===== config.mk =====
export PLATFORM = sky130hd
export DESIGN_NAME = vx_flush_ctrl
export DESIGN_NICKNAME = d
export VERILOG_FILES = /design/src/rtl/vx_flush_ctrl.sv
export SDC_FILE = /design/constraint.sdc
export NUM_CORES = 1
export LEC_CHECK = 0
export ABC_CLOCK_PERIOD_IN_PS = 2300
export CELL_PAD_IN_SITES_DETAIL_PLACEMENT = 0
export CELL_PAD_IN_SITES_GLOBAL_PLACEMENT = 1
export CORE_ASPECT_RATIO = 0.8
export CORE_MARGIN = 5
export CORE_UTILIZATION = 21
export CTS_CLUSTER_DIAMETER = 150
export CTS_CLUSTER_SIZE = 20
export DETAILED_ROUTE_END_ITERATION = 10
export PLACE_DENSITY_LB_ADDON = 0.1
export SETUP_SLACK_MARGIN = 0.05
export SLEW_MARGIN = 15
export SYNTH_ARGS = -nofsm -noshare
export SYNTH_HDL_FRONTEND = slang
export SYNTH_SLANG_ARGS = --single-unit

===== constraint.sdc =====
create_clock -name clk -period 2.3 [get_ports clk]
set_input_delay 0.46 -clock clk [delete_from_list [all_inputs] [get_ports clk]]
set_output_delay 0.46 -clock clk [all_outputs]
set_load 0.05 [all_outputs]

===== src/rtl/vx_flush_ctrl.sv =====
// vx_flush_ctrl: walks every line of one cache bank's tag store to invalidate it,
//   either on explicit request or (optionally) right after reset, and otherwise
//   passes fill requests straight through to the tag store.
// Latency: fills are accepted combinationally in the cycle they are presented (IDLE only);
//   a flush walk takes LINES_PER_BANK unstalled cycles plus one DONE cycle.
// Backpressure: stall freezes the walk and blocks fills; outside IDLE both request
//   inputs see ready = 0 and must be held by the requester.
//
// Ports:
//   clk, reset                    sole clock, synchronous active-high reset
//   stall                         tag pipeline stall
//   flush_req_valid/_ready        whole-bank invalidate request handshake
//   flush_done                    one-cycle pulse when a requested flush finishes
//   fill_valid/fill_addr/_ready   line fill handshake from the memory response path
//   tag_addr/tag_fill/tag_flush   tag store command (address + fill or invalidate strobe)
//   busy                          controller is walking or finishing a walk
//
// Build option: define VX_FLUSH_ON_RESET_EN to invalidate every line after reset
// before any fill or flush request is accepted.

module vx_flush_ctrl #(
   parameter int CACHE_ID        = 0,
   parameter int BANK_ID         = 0,
   parameter int LINES_PER_BANK  = 64,
   parameter int LINE_ADDR_WIDTH = 26
) (
   input  logic                       clk,
   input  logic                       reset,
   input  logic                       stall,
   input  logic                       flush_req_valid,
   output logic                       flush_req_ready,
   output logic                       flush_done,
   input  logic                       fill_valid,
   input  logic [LINE_ADDR_WIDTH-1:0] fill_addr,
   output logic                       fill_ready,
   output logic [LINE_ADDR_WIDTH-1:0] tag_addr,
   output logic                       tag_fill,
   output logic                       tag_flush,
   output logic                       busy
);

   localparam int LSB = $clog2(LINES_PER_BANK);

   // Configuration sanity: the walk counter wraps naturally only for power-of-two sizes.
   if (LINES_PER_BANK < 2 || (LINES_PER_BANK & (LINES_PER_BANK - 1)) != 0 ||
       LINE_ADDR_WIDTH < LSB || CACHE_ID < 0 || BANK_ID < 0) begin : g_bad_cfg
      $error("vx_flush_ctrl: illegal parameter set");
   end

   typedef enum logic [1:0] {
      S_INIT  = 2'd0,
      S_IDLE  = 2'd1,
      S_FLUSH = 2'd2,
      S_DONE  = 2'd3
   } state_t;

`ifdef VX_FLUSH_ON_RESET_EN
   localparam state_t RESET_STATE = S_INIT;
`else
   localparam state_t RESET_STATE = S_IDLE;
`endif

   localparam logic [LSB-1:0] CNT_ONE  = LSB'(1);
   localparam logic [LSB-1:0] CNT_LAST = LSB'(LINES_PER_BANK - 1);

   state_t         state, state_nxt;
   logic [LSB-1:0] counter, counter_nxt;

   always_ff @(posedge clk) begin
      if (reset) begin
         state   <= RESET_STATE;
         counter <= '0;
      end else begin
         state   <= state_nxt;
         counter <= counter_nxt;
      end
   end

   always_comb begin
      state_nxt       = state;
      counter_nxt     = counter;
      flush_req_ready = 1'b0;
      flush_done      = 1'b0;
      fill_ready      = 1'b0;
      tag_fill        = 1'b0;
      tag_flush       = 1'b0;
      tag_addr        = '0;
      busy            = 1'b1;

      case (state)
         S_IDLE: begin
            busy            = 1'b0;
            flush_req_ready = 1'b1;
            // A same-cycle flush request wins; the fill stays pending until we return.
            fill_ready      = fill_valid && !stall && !flush_req_valid;
            tag_fill        = fill_ready;
            if (fill_ready) begin
               tag_addr = fill_addr;
            end
            if (flush_req_valid) begin
               state_nxt   = S_FLUSH;
               counter_nxt = '0;
            end
         end

`ifdef VX_FLUSH_ON_RESET_EN
         S_INIT, S_FLUSH: begin
`else
         S_FLUSH: begin
`endif
            // Stalled cycles re-drive the same line; invalidating twice is harmless.
            tag_flush = 1'b1;
            tag_addr  = LINE_ADDR_WIDTH'(counter);
            if (!stall) begin
               counter_nxt = counter + CNT_ONE;   // wraps to 0 after the last line
               if (counter == CNT_LAST) begin
                  state_nxt = (state == S_FLUSH) ? S_DONE : S_IDLE;
               end
            end
         end

         S_DONE: begin
            flush_done = 1'b1;
            state_nxt  = S_IDLE;
         end

         default: begin
            state_nxt = S_IDLE;
         end
      endcase

      // Keep every handshake and strobe quiet while reset is held, whatever the state.
      if (reset) begin
         flush_req_ready = 1'b0;
         flush_done      = 1'b0;
         fill_ready      = 1'b0;
         tag_fill        = 1'b0;
         tag_flush       = 1'b0;
         tag_addr        = '0;
      end
   end

endmodule


==> results.py, run 1 <==
metrics = {
    "final_layout": {
        "final_util_pct": 56.9,
        "drive_gt1_share_pct": 47.7,
        "final_area_um2": 1990,
        "area_delta_synth_final_pct": 158,
        "nets": 214,
        "n_antenna_cell": 0,
    },
    "clock_tree": {
        "clock_latency_ns": 0.23,
        "h-tree-depth": 1,
        "ctsLongestPathBuffers": 2,
        "cts_root_buf": "clkbuf_8",
        "cts_buffers": 3,
        "holdBufCountCts": 0,
        "clock-sinks": 8,
        "cts_tree": "yes",
        "path_clk_slew_ns": 0.04,
    },
    "outcome": {
        "outcome": "completed",
    },
    "hold_path": {
        "hp-class": "register to register",
    },
    "sta": {
        "timing.fmax_mhz": 460,
        "hold_violations": 0,
        "maxSlewHeadroom_pct": 83.6,
        "clock_skew_ns": 0.00324,
        "setup_viol": 0,
        "holdWs_ns": 0.503,
        "min_period_over_period_pct": 94.5,
        "fin_crit_ns": 2.17,
        "setup_tns_ns": 0,
        "rsz0062_at_grt": "true",
        "slew_viol_final": 0,
        "setup_slack_ns": 0.126,
        "tightest_slew_ns": 0.244,
    },
    "placed_design": {
        "dpl_worst_slack_ns": -0.0565,
        "place_hpwl_um": 3040,
        "port_buffers": 62,
        "placed_area_um2": 1830,
        "globalplace.congestion": 0.773,
    },
    "die": {
        "coreArea_um2": 3490,
        "die_height_um": 64.2,
        "dieArea_um2": 4990,
        "chipWidth_um": 77.7,
        "ios": 63,
        "initial_utilization_pct": 22.1,
        "row_count": 19,
    },
    "worst_setup_path": {
        "path_max_fanout": 5,
        "critPathArrivalTime_ns": 1.71,
        "cp_num_buf_inv": 3,
        "worstSetupPathType": "register to output pin",
        "crit_family": "simple AND/OR/NAND/NOR gates",
        "cp_slowest_cell": "dfxtp_4",
        "worstPathRequired_ns": 1.84,
        "cp-end-kind": "output pin",
        "worst_setup_path_start_kind": "register",
        "slowest_delay_ns": 0.36,
        "cp_cell_sequence": "inv_4, ha_4, and2b_4, nand3b_1, nor2_4, buf_6, and2_2, buf_12",
    },
    "grt": {
        "overflow": 0,
        "grt_max_degree": 14,
        "first_global_vias": 972,
        "grt_pass1_wl_um": 5660,
        "antenna_found_initial": 0,
        "track_usage_pct": 14.3,
    },
    "route": {
        "wl_per_cell_um": 16.5,
        "dr.pass1.iters": 4,
        "drc": 0,
        "drt-initial-drc-count": 43,
        "vias": 975,
        "wl_um": 3600,
        "antenna_left": 0,
        "vias_per_cell": 4.47,
    },
    "synthesis": {
        "yosysSeqAreaShare_pct": 20.8,
        "synth_edf_count": 0,
        "ys_warn_count": 0,
        "synthArstFlopShare_pct": 0,
        "syn_nets": 137,
        "synth.avg_cell_area_um2": 7.63,
        "synth_cells": 101,
        "synth-main-ff-cell": "dfxtp_1",
        "ys_types": 31,
        "synth_area_um2": 771,
        "synth-seq-cells": 8,
    },
    "power": {
        "p_leak_uw": 0.000808,
        "vdd_drop_max_mv": 0.449,
        "p_per_area_nw_per_um2": 610,
    },
    "flow_run": {
        "drv_cap": 0,
    },
}
[sequential cells by signal, summed over array words and instances, names as in the netlist]
name / flops
state: 2
counter: 6
[kinds of logic after synthesis]
family,share of synthesized area (%)
and+or+nand+nor,45.1
adders and majority gates,8.12
AOI/OAI and AO/OA,15.3
muxes,2.60
xor gates and xnor gates,2.27
buffers and inverters,5.84
DFF,20.8
[placed cells by master, fill, tap and decap left out, types with 2 or more instances in the layout]
cell type        Yosys  layout
nor2_1              16      15
dlygate4sd2_1        0       2
buf_4                1      13
a32oi_1              2       2
nor2_2               2       2
xnor2_1              2       2
buf_12               0      31
buf_6                0       4
nand4b_1             3       3
and2_4               0      15
a22oi_1              6       6
mux2i_1              2       2
nand2_1              4       4
dfxtp_1              8       6
inv_1                4       3
nand2b_1             3       3
and2_2               0       5
clkbuf_8             0       3
ha_4                 0       2
ha_1                 5       3
a211o_1              2       2
nor2b_1              3       3
dfxtp_4              0       2
clkdlybuf4s50_1      0      26
[power breakdown]
part / leakage, uW / internal (uW) / switching (uW) / total (uW)
Sequential: 0.0000657 / 167 / 30.7 / 198
Combinational: 0.000721 / 417 / 425 / 842
Clock: 0.0000216 / 114 / 59.2 / 173
Total: 0.000808 / 698 / 514 / 1210
[per-layer routing]
layer / vias up / track usage [%] / wire (um)
li1: 493 / - / -
met1: 443 / 18.5 / 1600
met2: 37 / 24.0 / 1760
met3: 2 / 3.23 / 207
met4: 0 / 3.86 / 25
met5: - / 0 / 0
[timing repair]
| action | 4_1_cts | 5_1_grt |
|---|---|---|
| resized for setup | 24 | 11 |
| buffers inserted | 2 | 1 |
| cloned | 2 | 0 |
| setup endpoints to repair | 28 | 26 |
| pin swaps | 3 | 11 |
[path summary, 6_finish.rpt]
kind	startpoint	slack, ns	to	cells past startpoint
setup / recovery	state[1]	0.13	tag_addr[24]	8
hold / removal	counter[1]	0.50	counter[1]	2
setup reg to reg	state[1]	0.46	counter[0]	9
hold reg to reg	counter[1]	0.50	counter[1]	2
[cells in the mapped netlist (2+ instances only)]
| cell type | n | area share (%) |
|---|---|---|
| nor2b_1 | 3 | 2.4 |
| nand4b_1 | 3 | 3.4 |
| a211o_1 | 2 | 2.3 |
| inv_1 | 4 | 1.9 |
| a22oi_1 | 6 | 5.8 |
| xnor2_1 | 2 | 2.3 |
| nor2_1 | 16 | 7.8 |
| mux2i_1 | 2 | 2.6 |
| nand2b_1 | 3 | 2.4 |
| a32oi_1 | 2 | 2.3 |
| and2_1 | 21 | 17 |
| nand2_1 | 4 | 1.9 |
| dfxtp_1 | 8 | 21 |
| buf_2 | 3 | 1.9 |
| nor2_2 | 2 | 1.6 |
| ha_1 | 5 | 8.1 |
[cell type report]
cell class,count,area (um^2)
fillers,306,1510
multi-input cells,83,644
clock buffers,3,41.3
flip-flops and latches,8,168
inverters,4,17.5
well taps,42,52.6
repair buffers,78,1060
[stage by stage]
| step | power, uW | instances |
|---|---|---|
| floorplan | 605 | 101 |
| global placement | 931 | 210 |
| detailed placement | 937 | 210 |
| CTS | 1190 | 217 |
| global route | 1300 | 218 |
| finish | 1210 | 218 |
[tightest hold or removal path, cell delays in order, from the launching register on]
cell and delay, ns:
dfxtp_1 0.33, nand2_1 0.07, a21oi_1 0.05
Note: power is estimated with default switching activity, not from simulation.
==> run 2: changes to the inputs <==
--- a/config.mk
+++ b/config.mk
@@ -8,7 +8,7 @@
 export ABC_CLOCK_PERIOD_IN_PS = 2300
 export CELL_PAD_IN_SITES_DETAIL_PLACEMENT = 0
 export CELL_PAD_IN_SITES_GLOBAL_PLACEMENT = 1
-export CORE_ASPECT_RATIO = 0.8
+export CORE_ASPECT_RATIO = 0.6
 export CORE_MARGIN = 5
 export CORE_UTILIZATION = 21
 export CTS_CLUSTER_DIAMETER = 150
==> run 2 against run 1 <==
Against the previous run:
- routed wire length fell by 3.4%
- critical endpoint is now tag_addr[12]
- combinational power rose by 2%
- non-clock buffer count fell by 3
- critical path type unchanged
==> results.py, run 2 (same netlist as run 1, synthesis figures left out) <==
metrics = {
    "placed_design": {
        "placed_cells": 213,
        "port_buffers": 62,
        "place_hpwl_um": 2850,
        "placed_area_um2": 1820,
        "globalplace.congestion": 0.730,
        "dpl_worst_slack_ns": -0.0506,
    },
    "route": {
        "wl_um": 3480,
        "vias_per_cell": 4.49,
        "dr.pass1.iters": 4,
        "drc": 0,
        "highest_layer": "met4",
        "wl_met2_um": 1570,
        "vias": 988,
        "wl_per_cell_um": 15.8,
        "wl_met3_um": 242,
        "wl_met1_um": 1650,
        "antenna_left": 0,
        "drt-initial-drc-count": 35,
    },
    "flow_run": {
        "drv_cap": 0,
    },
    "sta": {
        "rsz0062_at_grt": "true",
        "slew_viol_final": 0,
        "holdWs_ns": 0.524,
        "min_period_over_period_pct": 96.1,
        "timing.fmax_mhz": 452,
        "setup_slack_ns": 0.0887,
        "tightest_slew_ns": 0.247,
        "fin_crit_ns": 2.21,
        "hold_violations": 0,
        "clock_skew_ns": 0.00261,
        "setup_viol": 0,
        "maxSlewHeadroom_pct": 83.4,
    },
    "die": {
        "coreArea_um2": 3590,
        "die_height_um": 56.9,
        "initial_utilization_pct": 21.4,
        "ios": 63,
        "row_count": 17,
        "chipWidth_um": 88.2,
        "dieArea_um2": 5020,
    },
    "clock_tree": {
        "ctsLongestPathBuffers": 2,
        "cts_tree": "yes",
        "path_clk_slew_ns": 0.04,
        "clock-sinks": 8,
        "clock_latency_ns": 0.22,
        "cts_root_buf": "clkbuf_8",
        "cts_buffers": 3,
        "h-tree-depth": 1,
    },
    "final_layout": {
        "n_antenna_cell": 0,
        "top_regs": "counter: 6 flops, state: 2 flops",
        "layout.cells.most_common": "buf_12",
        "layout.cells.non_filler": 220,
        "area_delta_synth_final_pct": 159,
        "final_cell_mix": "buf_12 (30), clkdlybuf4s50_1 (27), and2_4 (20), nor2_1 (12), buf_4 (10)",
        "top_register": "counter",
        "largest_register_ffs": 6,
        "nets": 211,
        "drive_gt1_share_pct": 49.1,
        "final_area_um2": 1990,
    },
    "power": {
        "p_leak_uw": 0.000794,
        "p_per_area_nw_per_um2": 615,
        "vdd_drop_max_mv": 0.327,
    },
    "worst_setup_path": {
        "worstSetupPathType": "register to output pin",
        "worstPathRequired_ns": 1.84,
        "critPathArrivalTime_ns": 1.75,
        "path_max_fanout": 5,
        "cp-end-kind": "output pin",
        "worst_setup_path_start_kind": "register",
    },
    "grt": {
        "grt_max_degree": 17,
        "overflow": 0,
        "grt_pass1_wl_um": 5110,
        "track_usage_pct": 13.3,
        "antenna_found_initial": 0,
        "first_global_vias": 940,
    },
    "outcome": {
        "outcome": "completed",
    },
    "hold_path": {
        "hp-class": "register to register",
    },
}
==> run 2: changes by cell type in the layout (fill, tap and decap cells not counted), sizes merged <==
| cell | change |
|---|---|
| buf | -4 |
| clkbuf | +1 |
| clkdlybuf4s15 | -1 |
| clkdlybuf4s50 | +1 |
| dlygate4sd2 | +1 |
| dlymetal6s2s | -1 |
==> run 2: path summary, 6_finish.rpt <==
path                            slack, ns           end        from  depth (start not counted)
worst min-delay path                 0.52    counter[1]  counter[1]                          2
worst max-delay path                 0.09  tag_addr[12]    state[1]                          8
worst min register to register       0.52    counter[1]  counter[1]                          2
worst max register to register       0.68    counter[0]    state[1]                          7
==> run 2: report_power, final <==
part / leakage (uW) / internal, uW / switching, uW
registers: 0.0000657 / 167 / 33.3
clock network: 0.0000216 / 113 / 53.2
logic: 0.000706 / 422 / 437
total: 0.000794 / 702 / 523
==> run 2: area by class of cell <==
class	count	area [um^2]
repair buffers	75	1040
well taps	47	58.8
clock buffers	3	41.3
multi-input cells	83	666
flip-flops and latches	8	168
fillers	310	1600
inverters	4	17.5
==> run 2: timing repair <==
action                                  4_1_cts  5_1_grt
pin swaps                                     8       20
endpoints found under the setup margin       26       26
cloned                                        2        0
hold buffers                                  0        0
buffers inserted                              2        0
resized for setup                            31       13
==> run 2: critical path: stages (launching register included) <==
cell and delay [ns]:
dfxtp_4 0.37, inv_4 0.07, ha_4 0.15, and2b_4 0.15, nand3b_1 0.13, nor2_4 0.23
buf_6 0.15, and2_4 0.14, buf_12 0.13
==> run 2: through the flow <==
stage | setup TNS (ns) | total power, uW | utilization, %
2_1_floorplan | 0 | 605 | -
3_3_place_gp | -0.601 | 920 | 50.7
3_5_place_dp | -0.815 | 926 | 50.7
4_1_cts | 0 | 1190 | 54.3
5_1_grt | 0 | 1300 | 55.4
6_report | 0 | 1230 | 55.4
==> run 2: metal layers <==
| metal | track usage, % | vias to the layer above |
|---|---|---|
| met5 | 0 | - |
| met4 | 1.94 | 0 |
| met3 | 3.37 | 2 |
| met2 | 21.5 | 34 |
| met1 | 18.2 | 465 |
| li1 | - | 487 |
==> run 3: changes to the inputs <==
--- a/config.mk
+++ b/config.mk
@@ -5,7 +5,7 @@
 export SDC_FILE = /design/constraint.sdc
 export NUM_CORES = 1
 export LEC_CHECK = 0
-export ABC_CLOCK_PERIOD_IN_PS = 2300
+export CAP_MARGIN = 30
 export CELL_PAD_IN_SITES_DETAIL_PLACEMENT = 0
 export CELL_PAD_IN_SITES_GLOBAL_PLACEMENT = 1
 export CORE_ASPECT_RATIO = 0.6
@@ -14,6 +14,7 @@
 export CTS_CLUSTER_DIAMETER = 150
 export CTS_CLUSTER_SIZE = 20
 export DETAILED_ROUTE_END_ITERATION = 10
+export GPL_TIMING_DRIVEN = 0
 export PLACE_DENSITY_LB_ADDON = 0.1
 export SETUP_SLACK_MARGIN = 0.05
 export SLEW_MARGIN = 15
==> run 3 against run 2 <==
Against the previous run:
- total power down 1.7%
- die area unchanged
- largest power group unchanged
- final area down 9.4%
==> results.py, run 3 (same netlist as run 1, synthesis figures left out) <==
metrics = {
    "die": {
        "initial_utilization_pct": 21.4,
        "dieArea_um2": 5020,
        "chipWidth_um": 88.2,
        "ios": 63,
        "coreArea_um2": 3590,
        "die_height_um": 56.9,
        "row_count": 17,
    },
    "route": {
        "vias_per_cell": 4.39,
        "drt-initial-drc-count": 28,
        "vias": 983,
        "drc": 0,
        "wl_um": 3380,
        "wl_per_cell_um": 15.1,
        "dr.pass1.iters": 4,
        "antenna_left": 0,
    },
    "grt": {
        "antenna_found_initial": 0,
        "first_global_vias": 912,
        "track_usage_pct": 12.6,
        "grt_max_degree": 17,
        "overflow": 0,
        "grt_pass1_wl_um": 4940,
    },
    "clock_tree": {
        "cts_tree": "yes",
        "ctsLongestPathBuffers": 2,
        "cts_buffers": 3,
        "path_clk_slew_ns": 0.04,
        "clock_latency_ns": 0.23,
        "clock-sinks": 8,
        "h-tree-depth": 1,
        "cts_root_buf": "clkbuf_8",
    },
    "sta": {
        "hold_violations": 0,
        "slew_viol_final": 0,
        "min_period_over_period_pct": 96.5,
        "timing.fmax_mhz": 450,
        "setup_tns_ns": 0,
        "clock_skew_ns": 0.00349,
        "tightest_slew_ns": 0.493,
        "maxSlewHeadroom_pct": 67.0,
        "fin_crit_ns": 2.22,
        "setup_viol": 0,
        "rsz0062_at_grt": "true",
    },
    "final_layout": {
        "n_antenna_cell": 0,
        "area_delta_synth_final_pct": 134,
        "top_regs": "counter: 6 flops, state: 2 flops",
        "largest_register_ffs": 6,
        "layout.cells.most_common": "clkdlybuf4s50_1",
        "final_cell_mix": "clkdlybuf4s50_1 (27), and2_4 (20), buf_8 (20), nor2_1 (15), buf_4 (12)",
        "drive_gt1_share_pct": 46.3,
        "top_register": "counter",
        "final_util_pct": 50.3,
        "fillers": 350,
        "nets": 215,
    },
    "flow_run": {
        "drv_cap": 0,
    },
    "power": {
        "vdd_drop_max_mv": 0.325,
        "p_leak_uw": 0.000777,
        "p_per_area_nw_per_um2": 667,
    },
    "worst_setup_path": {
        "critPathArrivalTime_ns": 1.76,
        "worstSetupPathType": "register to output pin",
        "slowest_delay_ns": 0.36,
        "reg2regPathDepth": 8,
        "path_max_fanout": 5,
        "cp_cell_sequence": "inv_4, ha_4, and2b_4, nand3b_1, nor2_4, buf_6, and2_4, buf_8",
        "cp-end-kind": "output pin",
        "worstPathRequired_ns": 1.84,
        "timing.rr.end": "counter[0]",
        "cp_num_buf_inv": 3,
        "crit_family": "simple AND/OR/NAND/NOR gates",
        "r2r-start": "state[1]",
        "cp_slowest_cell": "dfxtp_4",
        "worst_setup_path_start_kind": "register",
        "r2r_slack_ns": 0.56,
    },
    "placed_design": {
        "globalplace.congestion": 0.733,
        "port_buffers": 62,
        "place_hpwl_um": 2600,
    },
    "hold_path": {
        "min_delay_path_depth": 2,
        "hp-class": "register to register",
        "hold_start": "counter[1]",
        "hold_end": "counter[1]",
    },
    "outcome": {
        "outcome": "completed",
    },
}
-- run 3: area by class of cell --
class	count	area (um^2)	share of cell area [%]
plain buffers	5	46.3	2.56
clock buffers	3	41.3	2.29
inverters	4	17.5	0.970
multi-input cells	83	662	36.6
flip-flops and latches	8	165	9.14
well taps	47	58.8	3.25
repair buffers	74	816	45.2
-- run 3: report_power, final --
group | switching, uW | total [uW] | internal [uW]
logic | 445 | 848 | 402
clock network | 56.6 | 170 | 114
registers | 23.4 | 187 | 163
total | 525 | 1200 | 679
-- run 3: repair_timing --
action | CTS | global route
pin swaps | 6 | 23
cloned | 2 | 0
hold buffers | 0 | 0
buffers inserted | 6 | 4
setup endpoints to repair | 32 | 21
gates resized for setup | 236 | 24
-- run 3: per-layer routing --
metal / global-route usage, % / share of wire [%] / up-vias / routed length (um)
li1: - / - / 496 / -
met1: 17.4 / 45 / 446 / 1530
met2: 20.0 / 45 / 39 / 1510
met3: 3.37 / 9.5 / 2 / 320
met4: 1.94 / 0.47 / 0 / 16
met5: 0 / 0 / - / 0
-- run 3: how the worst max path moves through the flow --
stage / from / to / slack (ns) / cells after the start
finish: state[1] / tag_addr[8] / 0.08 / 8
global route: state[1] / tag_addr[8] / -0.009 / 8
CTS: state[1] / tag_addr[8] / 0.05 / 7
detailed placement: flush_req_valid / tag_addr[8] / -0.80 / 7
global placement: flush_req_valid / tag_addr[8] / -0.80 / 7
floorplan: state[0] / tag_addr[0] / 0.03 / 5
-- run 3: metrics by stage --
step | cell area (um^2) | hold WS [ns] | instances | total power [uW] | setup slack, ns
2_1_floorplan | 798 | 0.462 | 101 | 605 | 0.0270
3_5_place_dp | 1480 | 0.495 | 210 | 811 | -0.797
6_report | 1810 | 0.503 | 224 | 1200 | 0.0802
4_1_cts | 1710 | 0.501 | 220 | 1140 | 0.0542
5_1_grt | 1810 | 0.533 | 224 | 1270 | -0.00932
3_3_place_gp | 1480 | 0.491 | 210 | 809 | -0.796
-- run 3: tightest hold or removal path: cells and delay by family, from the launching register on --
family,cells,cell delay [ns]
AOI/OAI and AO/OA,1,0.05
and+or+nand+nor,1,0.07
DFF,1,0.34
